**src/rtl/bus_arbiter_gen3_if.sv**
```systemverilog
// ----------------------------------------------------------------------------
// bus_arbiter_gen3_if
// Request/response bundle between NUM_CH bus masters, the arbiter and the
// shared memory port.
//   ch_req/ch_we/ch_addr/ch_wdata : per-channel request, packed by channel
//   RAM_data_in                   : memory read data (one cycle after issue)
//   ch_ack/ch_rvalid/ch_rdata     : per-channel handshake and read return
//   system_address/memory_data_out/mem_we/bus_valid : registered memory side
// Modports: slave = arbiter side, master = requester/memory side.
// ----------------------------------------------------------------------------
interface bus_arbiter_gen3_if #(
    parameter int unsigned NUM_CH = 2,
    parameter int unsigned ADDR_W = 16,
    parameter int unsigned DATA_W = 8
);
    logic [NUM_CH-1:0]        ch_req;
    logic [NUM_CH-1:0]        ch_we;
    logic [NUM_CH*ADDR_W-1:0] ch_addr;
    logic [NUM_CH*DATA_W-1:0] ch_wdata;
    logic [DATA_W-1:0]        RAM_data_in;
    logic [NUM_CH-1:0]        ch_ack;
    logic [NUM_CH*DATA_W-1:0] ch_rdata;
    logic [NUM_CH-1:0]        ch_rvalid;
    logic [ADDR_W-1:0]        system_address;
    logic [DATA_W-1:0]        memory_data_out;
    logic                     mem_we;
    logic                     bus_valid;

    modport slave (
        input  ch_req, ch_we, ch_addr, ch_wdata, RAM_data_in,
        output ch_ack, ch_rdata, ch_rvalid,
               system_address, memory_data_out, mem_we, bus_valid
    );

    modport master (
        output ch_req, ch_we, ch_addr, ch_wdata, RAM_data_in,
        input  ch_ack, ch_rdata, ch_rvalid,
               system_address, memory_data_out, mem_we, bus_valid
    );
endinterface

```
**src/rtl/bus_arbiter_gen3.sv**
```systemverilog
// ----------------------------------------------------------------------------
// bus_arbiter_gen3
// Shares one memory port among NUM_CH masters. With VIDEO_SLOT_EN=1 every
// second slot is an unconditional read for channel 0 and the remaining slots
// are round-robin among channels 1..NUM_CH-1; with VIDEO_SLOT_EN=0 every
// slot is round-robin among all channels. Read data returns one cycle after
// issue into the owner's ch_rdata register.
// Ports:
//   clk   : system clock, rising edge
//   reset : synchronous, active-high
//   bus   : bus_arbiter_gen3_if.slave (requests, acks, read return, memory)
// ----------------------------------------------------------------------------
module bus_arbiter_gen3 #(
    parameter int unsigned NUM_CH        = 2,
    parameter int unsigned ADDR_W        = 16,
    parameter int unsigned DATA_W        = 8,
    parameter int unsigned VIDEO_SLOT_EN = 1
) (
    input  logic              clk,
    input  logic              reset,
    bus_arbiter_gen3_if.slave bus
);
    localparam int unsigned CH_W       = (NUM_CH > 2) ? $clog2(NUM_CH) : 1;
    localparam int unsigned FIRST_ELIG = (VIDEO_SLOT_EN != 0) ? 1 : 0;
    localparam logic [CH_W:0] NUM_CH_W = (CH_W+1)'(NUM_CH);
    localparam logic [NUM_CH-1:0] ELIG_MASK =
        (VIDEO_SLOT_EN != 0) ? {{(NUM_CH-1){1'b1}}, 1'b0} : {NUM_CH{1'b1}};

    typedef enum logic {
        SLOT_ARB   = 1'b0,
        SLOT_VIDEO = 1'b1
    } slot_e;

    slot_e phase;
    slot_e phase_nxt;

    logic [CH_W-1:0]   rr_ptr;
    logic [CH_W-1:0]   rr_nxt;
    logic [NUM_CH-1:0] elig_req;
    logic              grant_hit;
    logic [CH_W-1:0]   grant_idx;
    logic [CH_W:0]     cand;

    logic              issue;
    logic [CH_W-1:0]   sel_idx;
    logic              sel_we;
    logic [ADDR_W-1:0] sel_addr;
    logic [DATA_W-1:0] sel_wdata;

    logic [ADDR_W-1:0]        system_address_q;
    logic [DATA_W-1:0]        memory_data_out_q;
    logic                     mem_we_q;
    logic                     bus_valid_q;
    logic [NUM_CH-1:0]        ch_ack_q;
    logic [NUM_CH-1:0]        ch_rvalid_q;
    logic [NUM_CH*DATA_W-1:0] ch_rdata_q;
    logic                     rd_pend;
    logic [CH_W-1:0]          rd_owner;

    // Slot state register
    always_ff @(posedge clk) begin
        if (reset) begin
            phase <= SLOT_ARB;
        end else begin
            phase <= phase_nxt;
        end
    end

    // Slot next-state: alternate only when the video slot is enabled
    always_comb begin
        phase_nxt = SLOT_ARB;
        if (VIDEO_SLOT_EN != 0 && phase == SLOT_ARB) begin
            phase_nxt = SLOT_VIDEO;
        end
    end

    assign elig_req = bus.ch_req & ELIG_MASK;

    // First eligible requester at or after rr_ptr, wrapping
    always_comb begin
        grant_hit = 1'b0;
        grant_idx = '0;
        cand      = '0;
        for (int unsigned i = 0; i < NUM_CH; i++) begin
            cand = {1'b0, rr_ptr} + (CH_W+1)'(i);
            if (cand >= NUM_CH_W) begin
                cand = cand - NUM_CH_W;
            end
            if (!grant_hit && elig_req[cand[CH_W-1:0]]) begin
                grant_hit = 1'b1;
                grant_idx = cand[CH_W-1:0];
            end
        end
    end

    always_comb begin
        if (32'(grant_idx) == NUM_CH - 1) begin
            rr_nxt = CH_W'(FIRST_ELIG);
        end else begin
            rr_nxt = grant_idx + CH_W'(1);
        end
    end

    always_ff @(posedge clk) begin
        if (reset) begin
            rr_ptr <= CH_W'(FIRST_ELIG);
        end else if (phase == SLOT_ARB && grant_hit) begin
            rr_ptr <= rr_nxt;
        end
    end

    // Slot output decode: which channel (if any) is issued this cycle
    always_comb begin
        issue   = 1'b0;
        sel_idx = '0;
        sel_we  = 1'b0;
        unique case (phase)
            SLOT_VIDEO: begin
                // Video read for channel 0 ignores its req/we
                issue   = 1'b1;
                sel_idx = '0;
                sel_we  = 1'b0;
            end
            default: begin
                issue   = grant_hit;
                sel_idx = grant_idx;
                sel_we  = grant_hit & bus.ch_we[grant_idx];
            end
        endcase
    end

    assign sel_addr  = bus.ch_addr[32'(sel_idx)*ADDR_W +: ADDR_W];
    assign sel_wdata = bus.ch_wdata[32'(sel_idx)*DATA_W +: DATA_W];

    // Issue registers and read-return capture
    always_ff @(posedge clk) begin
        if (reset) begin
            system_address_q  <= '0;
            memory_data_out_q <= '0;
            mem_we_q          <= 1'b0;
            bus_valid_q       <= 1'b0;
            ch_ack_q          <= '0;
            ch_rvalid_q       <= '0;
            ch_rdata_q        <= '0;
            rd_pend           <= 1'b0;
            rd_owner          <= '0;
        end else begin
            ch_ack_q    <= '0;
            ch_rvalid_q <= '0;
            if (issue) begin
                system_address_q <= sel_addr;
                if (sel_we) begin
                    memory_data_out_q <= sel_wdata;
                end
                mem_we_q          <= sel_we;
                bus_valid_q       <= 1'b1;
                ch_ack_q[sel_idx] <= 1'b1;
                rd_pend           <= ~sel_we;
                rd_owner          <= sel_idx;
            end else begin
                mem_we_q    <= 1'b0;
                bus_valid_q <= 1'b0;
                rd_pend     <= 1'b0;
            end
            // Reset clears rd_pend, so a read in flight at reset never returns
            if (rd_pend) begin
                ch_rdata_q[32'(rd_owner)*DATA_W +: DATA_W] <= bus.RAM_data_in;
                ch_rvalid_q[rd_owner]                      <= 1'b1;
            end
        end
    end

    assign bus.system_address  = system_address_q;
    assign bus.memory_data_out = memory_data_out_q;
    assign bus.mem_we          = mem_we_q;
    assign bus.bus_valid       = bus_valid_q;
    assign bus.ch_ack          = ch_ack_q;
    assign bus.ch_rvalid       = ch_rvalid_q;
    assign bus.ch_rdata        = ch_rdata_q;
endmodule

```
**src/flat_wrapper.sv**
```systemverilog
// flat-port wrapper written by rule: the top's interface ports become plain ports
module bus_arbiter_gen3_flat 
#(
    parameter int unsigned NUM_CH        = 2,
    parameter int unsigned ADDR_W        = 16,
    parameter int unsigned DATA_W        = 8,
    parameter int unsigned VIDEO_SLOT_EN = 1
)
  (clk, reset, bus_ch_req, bus_ch_we, bus_ch_addr, bus_ch_wdata, bus_RAM_data_in, bus_ch_ack, bus_ch_rdata, bus_ch_rvalid, bus_system_address, bus_memory_data_out, bus_mem_we, bus_bus_valid);
  bus_arbiter_gen3_if #(.NUM_CH(NUM_CH), .ADDR_W(ADDR_W), .DATA_W(DATA_W)) bus_i ();
  input  logic clk;
  input  logic reset;
  input wire logic [$bits(bus_i.ch_req)-1:0] bus_ch_req;
  input wire logic [$bits(bus_i.ch_we)-1:0] bus_ch_we;
  input wire logic [$bits(bus_i.ch_addr)-1:0] bus_ch_addr;
  input wire logic [$bits(bus_i.ch_wdata)-1:0] bus_ch_wdata;
  input wire logic [$bits(bus_i.RAM_data_in)-1:0] bus_RAM_data_in;
  output wire logic [$bits(bus_i.ch_ack)-1:0] bus_ch_ack;
  output wire logic [$bits(bus_i.ch_rdata)-1:0] bus_ch_rdata;
  output wire logic [$bits(bus_i.ch_rvalid)-1:0] bus_ch_rvalid;
  output wire logic [$bits(bus_i.system_address)-1:0] bus_system_address;
  output wire logic [$bits(bus_i.memory_data_out)-1:0] bus_memory_data_out;
  output wire logic [$bits(bus_i.mem_we)-1:0] bus_mem_we;
  output wire logic [$bits(bus_i.bus_valid)-1:0] bus_bus_valid;
  assign bus_i.ch_req = bus_ch_req;
  assign bus_i.ch_we = bus_ch_we;
  assign bus_i.ch_addr = bus_ch_addr;
  assign bus_i.ch_wdata = bus_ch_wdata;
  assign bus_i.RAM_data_in = bus_RAM_data_in;
  assign bus_ch_ack = bus_i.ch_ack;
  assign bus_ch_rdata = bus_i.ch_rdata;
  assign bus_ch_rvalid = bus_i.ch_rvalid;
  assign bus_system_address = bus_i.system_address;
  assign bus_memory_data_out = bus_i.memory_data_out;
  assign bus_mem_we = bus_i.mem_we;
  assign bus_bus_valid = bus_i.bus_valid;
  bus_arbiter_gen3 #(.NUM_CH(NUM_CH), .ADDR_W(ADDR_W), .DATA_W(DATA_W), .VIDEO_SLOT_EN(VIDEO_SLOT_EN)) u_core (.clk(clk), .reset(reset), .bus(bus_i));
endmodule
```
**config.mk**
```make
export PLATFORM = sky130hd
export DESIGN_NAME = bus_arbiter_gen3_flat
export DESIGN_NICKNAME = d
export VERILOG_FILES = /design/src/rtl/bus_arbiter_gen3_if.sv /design/src/rtl/bus_arbiter_gen3.sv /design/src/flat_wrapper.sv
export SDC_FILE = /design/constraint.sdc
export NUM_CORES = 1
export LEC_CHECK = 0
export ABC_AREA = 1
export CORE_UTILIZATION = 41
export DETAILED_ROUTE_END_ITERATION = 10
export GPL_ROUTABILITY_DRIVEN = 0
export PLACE_DENSITY = 0.85
export SLEW_MARGIN = 30
export SYNTH_ARGS = -nofsm -noshare
export SYNTH_HDL_FRONTEND = slang
export SYNTH_SLANG_ARGS = --single-unit
```
**constraint.sdc**
```tcl
create_clock -name clk -period 3.13 [get_ports clk]
set_input_delay 0.626 -clock clk [delete_from_list [all_inputs] [get_ports clk]]
set_output_delay 0.626 -clock clk [all_outputs]
set_load 0.01 [all_outputs]
```
Yosys cells after proc, flatten, opt, wreduce, memory -nomap -nowiden:

Cells that the tools add are included.

* bitwise operators: 5
* reduce and logical (&&, ||, !) cells: 8
* mux-type cells: 23
* shift operators: 4
* $mul: 0
* div/mod/pow operators: 0
* equal/unequal tests: 0
* order comparisons: 9
* $add $sub $neg: 5

Operator list (count)
* 4-bit negation with 34-bit output: 1
* 8-bit by 34-bit variable shift with 16-bit output, first input constant: 1
* 8-bit by 34-bit variable part select with 16-bit output: 1
* 32-bit by 6-bit variable part select with 16-bit output: 1
* 1-bit 2-to-1 mux: 20
* 16-bit bitwise mux: 1
* 16-bit by 5-bit variable part select with 8-bit output: 1
* 1-bit by 2-bit < comparator with 1-bit output, second input constant: 5
* 1-bit logical AND: 4
* 1-bit NOT: 4
* 2-bit OR reduction: 2
* 1-bit by 1-bit adder with 2-bit output, second input constant: 1
* 1-bit demux with 1-bit select: 2
* 1-bit greater-or-equal comparator, second input constant: 2
* 1-bit by 2-bit greater-or-equal comparator with 1-bit output, second input constant: 1
* 2-bit greater-or-equal comparator, second input constant: 1
* 2-bit AND reduction: 1
* 1-bit subtractor, second input constant: 2
* 1-bit adder, second input constant: 1
* 1-bit AND: 1
* 1-bit logical NOT: 1

* RAM bits: 0
* register bits: 50
* output and inout port bits: 46
* bits in read-only memories: 0
* bits in latches: 0
* memories kept: 0

Depth between registers and ports, before layout:

Gate-level depths: netlist of run 1.

* depth in word-level cells: 13
* mapped depth: 7
* depth with buffers taken out: 5

Worst setup path after synthesis of run 1:

Ideal clock, no wire load.

* path type: input to register
* from: input bus_ch_req[1]
* to: register u_core.system_address_q[15], in the netlist u_core.bus.system_address[15]
* stages on the path: 6
* data arrival time: 1.111 ns
* setup slack: 1.910 ns
* buffers on the path: 2
* library setup time: 0.109 ns
* cell sequence: buf_4 > buf_8 > nand3_1 > nand3_1 > nand2_1 > inv_1

* cells in the longest elaborated chain, start to end: 8

Ends and longest elaborated chain
* start: declaration: line flat_wrapper.sv:13 `input wire logic [$bits(bus_i.ch_req)-1:0] bus_ch_req;`
* 1-bit 2-to-1 mux (not written as such) (2 in a row): line bus_arbiter_gen3.sv:89 `if (!grant_hit && elig_req[cand[CH_W-1:0]]) begin`
* 1-bit 2-to-1 mux: line bus_arbiter_gen3.sv:89
* 1-bit logical NOT: line bus_arbiter_gen3.sv:89
* 1-bit logical AND: line bus_arbiter_gen3.sv:89
* 1-bit 2-to-1 mux: line bus_arbiter_gen3.sv:89
* 1-bit 2-to-1 mux: line bus_arbiter_gen3.sv:117 `unique case (phase)`
* 32-bit by 6-bit variable part select with 16-bit output: line bus_arbiter_gen3.sv:132 `assign sel_addr = bus.ch_addr[32'(sel_idx)*ADDR_W +: ADDR_W];`
* end signal: assignment: line bus_arbiter_gen3.sv:151 `system_address_q <= sel_addr;`
* end: declaration: line bus_arbiter_gen3.sv:50 `logic [ADDR_W-1:0] system_address_q;`

Parallel ways exist; a longest one is shown, timed or not. The select of a mux whose other input is x is not followed.
A chain may end at the register's enable or synchronous reset.

Worst setup path after layout of run 1:

* from: input reset
* to: register u_core.rd_pend

* cells in the longest elaborated chain, start to end: 1

Ends and longest elaborated chain
* start: declaration: line flat_wrapper.sv:12 `input logic reset;`
* 2-bit OR reduction (no line)
* end signal: assignment: line bus_arbiter_gen3.sv:158 `rd_pend <= ~sel_we;`
* end: declaration: line bus_arbiter_gen3.sv:57 `logic rd_pend;`

Every way passes these cells.

==> results.toml, run 1 <==
[detailed_routing]
dr_total_vias = 1903
viasPerCell = 4.608
dr_wl_met3_um = 152
drt_wl_total_um = 4888
drt-met1-wl_um = 2147
highest_layer = "met4"
wl_per_cell_um = 11.84
final_antenna_net_count = 0
drt_pre_antenna_iters = 4
route.detailed.drc = 0
met2_length_um = 2400
dr.first_iter.drc_count = 105

[floorplan]
io-pin-count = 108
rows = 24
dieArea_sq_um = 4918
die_y_um = 70.13
core-area_sq_um = 4414
initial_core_util_pct = 43.11
die_w_um = 70.13

[sta]
hold_slack_ps = 486.2
finClkSkew_ps = 6.499
rsz0062_at_grt = "no"
fin_crit_sh_pct = 63.89
max_slew.worst_pin.slew_ps = 513.1
slew_viol_final = 0
max_freq_mhz = 500.1
finalCriticalPeriod_ps = 2000
setup_violations = 0
setup_tns_ps = 0
hold_viol_final = 0
maxSlewHeadroom_pct = 65.68

[layout]
utilization_pct = 67.49
final_area_sq_um = 2979
nFillCells = 388
nNetsFinal = 423
area_growth_pct = 56.54
antenna_cells = 0
drive_gt1_share_pct = 3.601

[worst_setup_path]
regToRegSetupSlack_ps = 1840
path_class = "in2reg"
path_buf_inv = 3
required_ps = 3360
reg2regPathDepth = 4
worst_path_max_delay_cell = "clkdlybuf4s50_1"
crit_path_start = "reset"
end_kind = "flip-flop"
start_kind = "input pin"
crit_arrival_ps = 2230
path_max_fanout = 30
r2r-start = "u_core.phase"
r2r-end = "u_core.bus.memory_data_out[3]"
critPathMaxStageDelay_ps = 510
crit_family = "buffers and inverters"
worstPathCellList = "clkdlybuf4s50_1 -> inv_1 -> buf_4 -> o21ai_0 -> a21oi_1"

[synthesis]
syn_avg_cell_area_sq_um = 7.181
ys_seq_elements = 49
ys_async_sr_fraction_pct = 0
synth_edf_count = 0
synth_area_leader_cell = "dfxtp_1"
netlist.area_leader.share_pct = 51.55
ys_seq_area_share_pct = 51.55
synth_nets = 327
synth_cells = 265
netlist_area_sq_um = 1903
synth_warnings = 0
synth_common_cells = "nand2_1 (67), nor2_1 (54), dfxtp_1 (49)"
synth_most_common_cell = "nand2_1"
dominantRegCellSynth = "dfxtp_1"
synth.area.top_cells = "dfxtp_1 (52%), nand2_1 (13%), nor2_1 (11%)"
ys_types = 15

[cts]
cts_tree = "yes"
clk_path_buf_depth = 2
numCtsBuffers = 5
post_cts_buffers = 0
clock-root-buffer = "clkbuf_8"
postCtsHoldBufs = 0
insertion_delay_ps = 290
path_clk_slew_ps = 90
clkSinkCount = 49
htree_levels = 2
post_cts_resized = 0

[run]
cap_violations = 0

[global_route]
grt_pass1_wl_um = 7914
overflow = 0
antenna_found_initial = 0
grt_pass1_vias = 1778
grt_start_max_net_pins = 31
track_usage_pct = 20.20

[placement]
hpwl_um = 3509
io_buffers = 97
placed_area_sq_um = 2889

[worst_hold_path]
hold_class = "reg2reg"
min_path_cells = 2
min_to = "u_core.bus.ch_rdata[4]"
hold_path_startpoint = "u_core.bus.ch_rdata[4]"

[power_and_ir_drop]
p_leak_nw = 1.367
power_density_nw_per_um2 = 447.4
ir_worst_vdd_mv = 0.2131

[outcome]
outcome = "completed"
-- cell type report --
class | instances | area (sq um) | area share, %
timing repair buffer | 100 | 993.5 | 33.35
sequential | 49 | 980.9 | 32.93
multi-input combinational | 174 | 733.2 | 24.61
inverter | 31 | 116.4 | 3.906
clock buffer | 6 | 82.58 | 2.772
tap | 52 | 65.06 | 2.184
clock inverter | 1 | 7.507 | 0.2520
-- state kept, by name (all words and copies together), names as in the netlist --
register,count
u_core.bus.mem_we,1
u_core.bus.system_address,16
u_core.bus.bus_valid,1
u_core.rd_pend,1
u_core.bus.ch_rvalid,2
u_core.bus.memory_data_out,8
u_core.rd_owner,1
u_core.bus.ch_rdata,16
u_core.bus.ch_ack,2
u_core.phase,1
-- per-stage QoR --
step                setup slack [ps]  total power (W)  std cells
global placement               876.2        0.0009690        406
floorplan                       1910        0.0008159        265
detailed placement             834.6        0.0009751        406
finish                          1130         0.001333        413
global route                   989.2         0.001402        413
CTS                             1149         0.001347        413
-- cells by family after synthesis --
family	Yosys count	synth area share [%]
AOI/OAI and AO/OA	19	5.128
buffers and inverters	42	9.928
DFF	49	51.54
and+or+nand+nor	155	33.40
-- power by group --
| group | switching, W | internal (W) |
|---|---|---|
| sequential | 0.0000187 | 0.000664 |
| combinational | 0.000121 | 0.000156 |
| clock | 0.000199 | 0.000175 |
-- worst max path at each step --
stage                               endpoint  cells past startpoint
6_report                      u_core.rd_pend                      5
5_1_grt                 u_core.bus.ch_ack[0]                      5
4_1_cts                       u_core.rd_pend                      5
3_5_place_dp                  u_core.rd_pend                      5
3_3_place_gp                  u_core.rd_pend                      5
2_1_floorplan  u_core.bus.system_address[15]                      6
-- cells in the final DEF, fill, tap and decap left out, types with 3 or more instances in the layout --
cell type / Yosys / routed
inv_1: 30 / 30
dfxtp_1: 49 / 49
clkbuf_8: 0 / 6
buf_4: 4 / 3
nor2_1: 54 / 54
clkdlybuf4s50_1: 0 / 97
nand3_1: 32 / 32
o21ai_0: 17 / 17
nand2_1: 67 / 67
-- tightest hold or removal path, stage by stage, from the launching register on --
cell and delay (ps):
dfxtp_1 330, nor2_1 50, nor2_1 80
-- metal layers --
metal  GRT usage [%]  vias to the layer above
met5               0                        -
met4           11.56                        0
met3           2.453                       17
met2           34.40                       53
met1           24.48                      830
li1                -                     1003
No activity file was read; power rests on OpenSTA's default activity.
==> run 2: changes to the inputs <==
--- a/config.mk
+++ b/config.mk
@@ -6,10 +6,10 @@
 export NUM_CORES = 1
 export LEC_CHECK = 0
 export ABC_AREA = 1
-export CORE_UTILIZATION = 41
+export CORE_UTILIZATION = 34
 export DETAILED_ROUTE_END_ITERATION = 10
 export GPL_ROUTABILITY_DRIVEN = 0
-export PLACE_DENSITY = 0.85
+export PLACE_DENSITY = 0.76
 export SLEW_MARGIN = 30
 export SYNTH_ARGS = -nofsm -noshare
 export SYNTH_HDL_FRONTEND = slang
==> constraint.sdc (replaced) <==
create_clock -name clk -period 1.8 [get_ports clk]
set_input_delay 0.36 -clock clk [delete_from_list [all_inputs] [get_ports clk]]
set_output_delay 0.36 -clock clk [all_outputs]
set_load 0.01 [all_outputs]
==> results.toml, run 2 (synthesis gave the netlist of run 1 again) <==
[outcome]
outcome = "completed"

[sta]
slew_viol_final = 0
finClkSkew_ps = 6.005
rsz0062_at_grt = "no"
max_freq_mhz = 639.1
maxSlewHeadroom_pct = 75.37
setup_tns_ps = 0
hold_slack_ps = 481.8
max_slew.worst_pin.slew_ps = 365.6
fin_crit_sh_pct = 86.92
setup_violations = 0
hold_viol_final = 0
finalCriticalPeriod_ps = 1565

[worst_setup_path]
crit_family = "buffers and inverters"
path_buf_inv = 1
crit_arrival_ps = 1200
required_ps = 1440
reg2regPathDepth = 4
critPathMaxStageDelay_ps = 570
start_kind = "flip-flop"
worst-path-stages = 1
path_max_fanout = 2
end_kind = "output pin"
worstPathCellList = "clkdlybuf4s50_1"
path_class = "reg2out"
worst_path_max_delay_cell = "clkdlybuf4s50_1"

[layout]
layout_commonest_cell = "clkdlybuf4s50_1"
layout_common_cells = "clkdlybuf4s50_1 (97), nand2_1 (67), nor2_1 (54)"
nNetsFinal = 427
drive_gt1_share_pct = 4.384
antenna_cells = 0
area_growth_pct = 59.11

[detailed_routing]
dr_total_vias = 1880
drt_wl_total_um = 4864
viasPerCell = 4.322
final_antenna_net_count = 0
dr.first_iter.drc_count = 59
route.detailed.drc = 0
drt_pre_antenna_iters = 4
wl_per_cell_um = 11.18

[worst_hold_path]
hold_class = "reg2reg"
min_path_cells = 2

[global_route]
top_usage_layer = "met2"
overflow = 0
grt_pass1_wl_um = 8328
grt_pass1_vias = 1844
use_met2_pct = 28.57
grt_util_met3_pct = 3.810
antenna_found_initial = 0
grt_start_max_net_pins = 23
use_met1_pct = 21.82
track_usage_pct = 17.82

[floorplan]
core-area_sq_um = 5238
io-pin-count = 108
die_y_um = 76.82
dieArea_sq_um = 5901
rows = 26
initial_core_util_pct = 36.34
die_w_um = 76.82

[cts]
clock-root-buffer = "clkbuf_8"
post_cts_resized = 0
insertion_delay_ps = 290
clk_path_buf_depth = 2
clkSinkCount = 49
postCtsHoldBufs = 0
htree_levels = 2
cts_tree = "yes"
post_cts_buffers = 0
numCtsBuffers = 5
path_clk_slew_ps = 80

[run]
cap_violations = 0

[power_and_ir_drop]
power_density_nw_per_um2 = 762.8
ir_worst_vdd_mv = 0.3708
p_leak_nw = 1.387

[placement]
io_buffers = 97
hpwl_um = 3652
-- run 2: through the flow --
stage / util, % / total power, W / instances / setup WS [ps] / instance area [sq um]
after floorplan: - / 0.001419 / 265 / 772.9 / 1903
after global placement: 56.16 / 0.001695 / 428 / 187.4 / 2942
after detailed placement: 56.16 / 0.001702 / 428 / 168.1 / 2942
after CTS: 57.81 / 0.002341 / 435 / 231.1 / 3028
after global routing: 57.81 / 0.002447 / 435 / 186.0 / 3028
final: 57.81 / 0.002310 / 435 / 235.4 / 3028
-- run 2: final cells by class --
type                            instances  area [sq um]
Inverter                               31         116.4
Tap cell                               70         87.58
Sequential cell                        49         980.9
Multi-Input combinational cell        174         733.2
Timing Repair Buffer                  104          1023
Fill cell                             495          2210
Clock buffer                            7         86.33
-- run 2: routing by layer --
metal  up-vias  wire length, um
met5         -                0
met4         0              173
met3        14              200
met2        54             2216
met1       802             2273
li1       1010                -
-- run 2: path summary, 6_finish.rpt --
kind | start | to | slack [ps]
setup / recovery | u_core.bus.ch_rdata[13] | bus_ch_rdata[13] | 240
hold / removal | u_core.bus.ch_rdata[0] | u_core.bus.ch_rdata[0] | 480
setup reg to reg | u_core.phase | u_core.bus.memory_data_out[6] | 410
hold reg to reg | u_core.bus.ch_rdata[0] | u_core.bus.ch_rdata[0] | 480
-- run 2: power by group --
group / switching, W / total [W] / internal, W
clock network: 0.000331 / 0.000636 / 0.000305
registers: 0.0000361 / 0.00119 / 0.00116
logic: 0.000206 / 0.000482 / 0.000277
==> run 3: changes to the inputs <==
--- a/config.mk
+++ b/config.mk
@@ -9,8 +9,10 @@
 export CORE_UTILIZATION = 34
 export DETAILED_ROUTE_END_ITERATION = 10
 export GPL_ROUTABILITY_DRIVEN = 0
+export HOLD_SLACK_MARGIN = 0.06
 export PLACE_DENSITY = 0.76
 export SLEW_MARGIN = 30
 export SYNTH_ARGS = -nofsm -noshare
 export SYNTH_HDL_FRONTEND = slang
 export SYNTH_SLANG_ARGS = --single-unit
+export TNS_END_PERCENT = 10
==> results of run 3 <==
Final layout, timing and power as in run 2 (identical DEF).
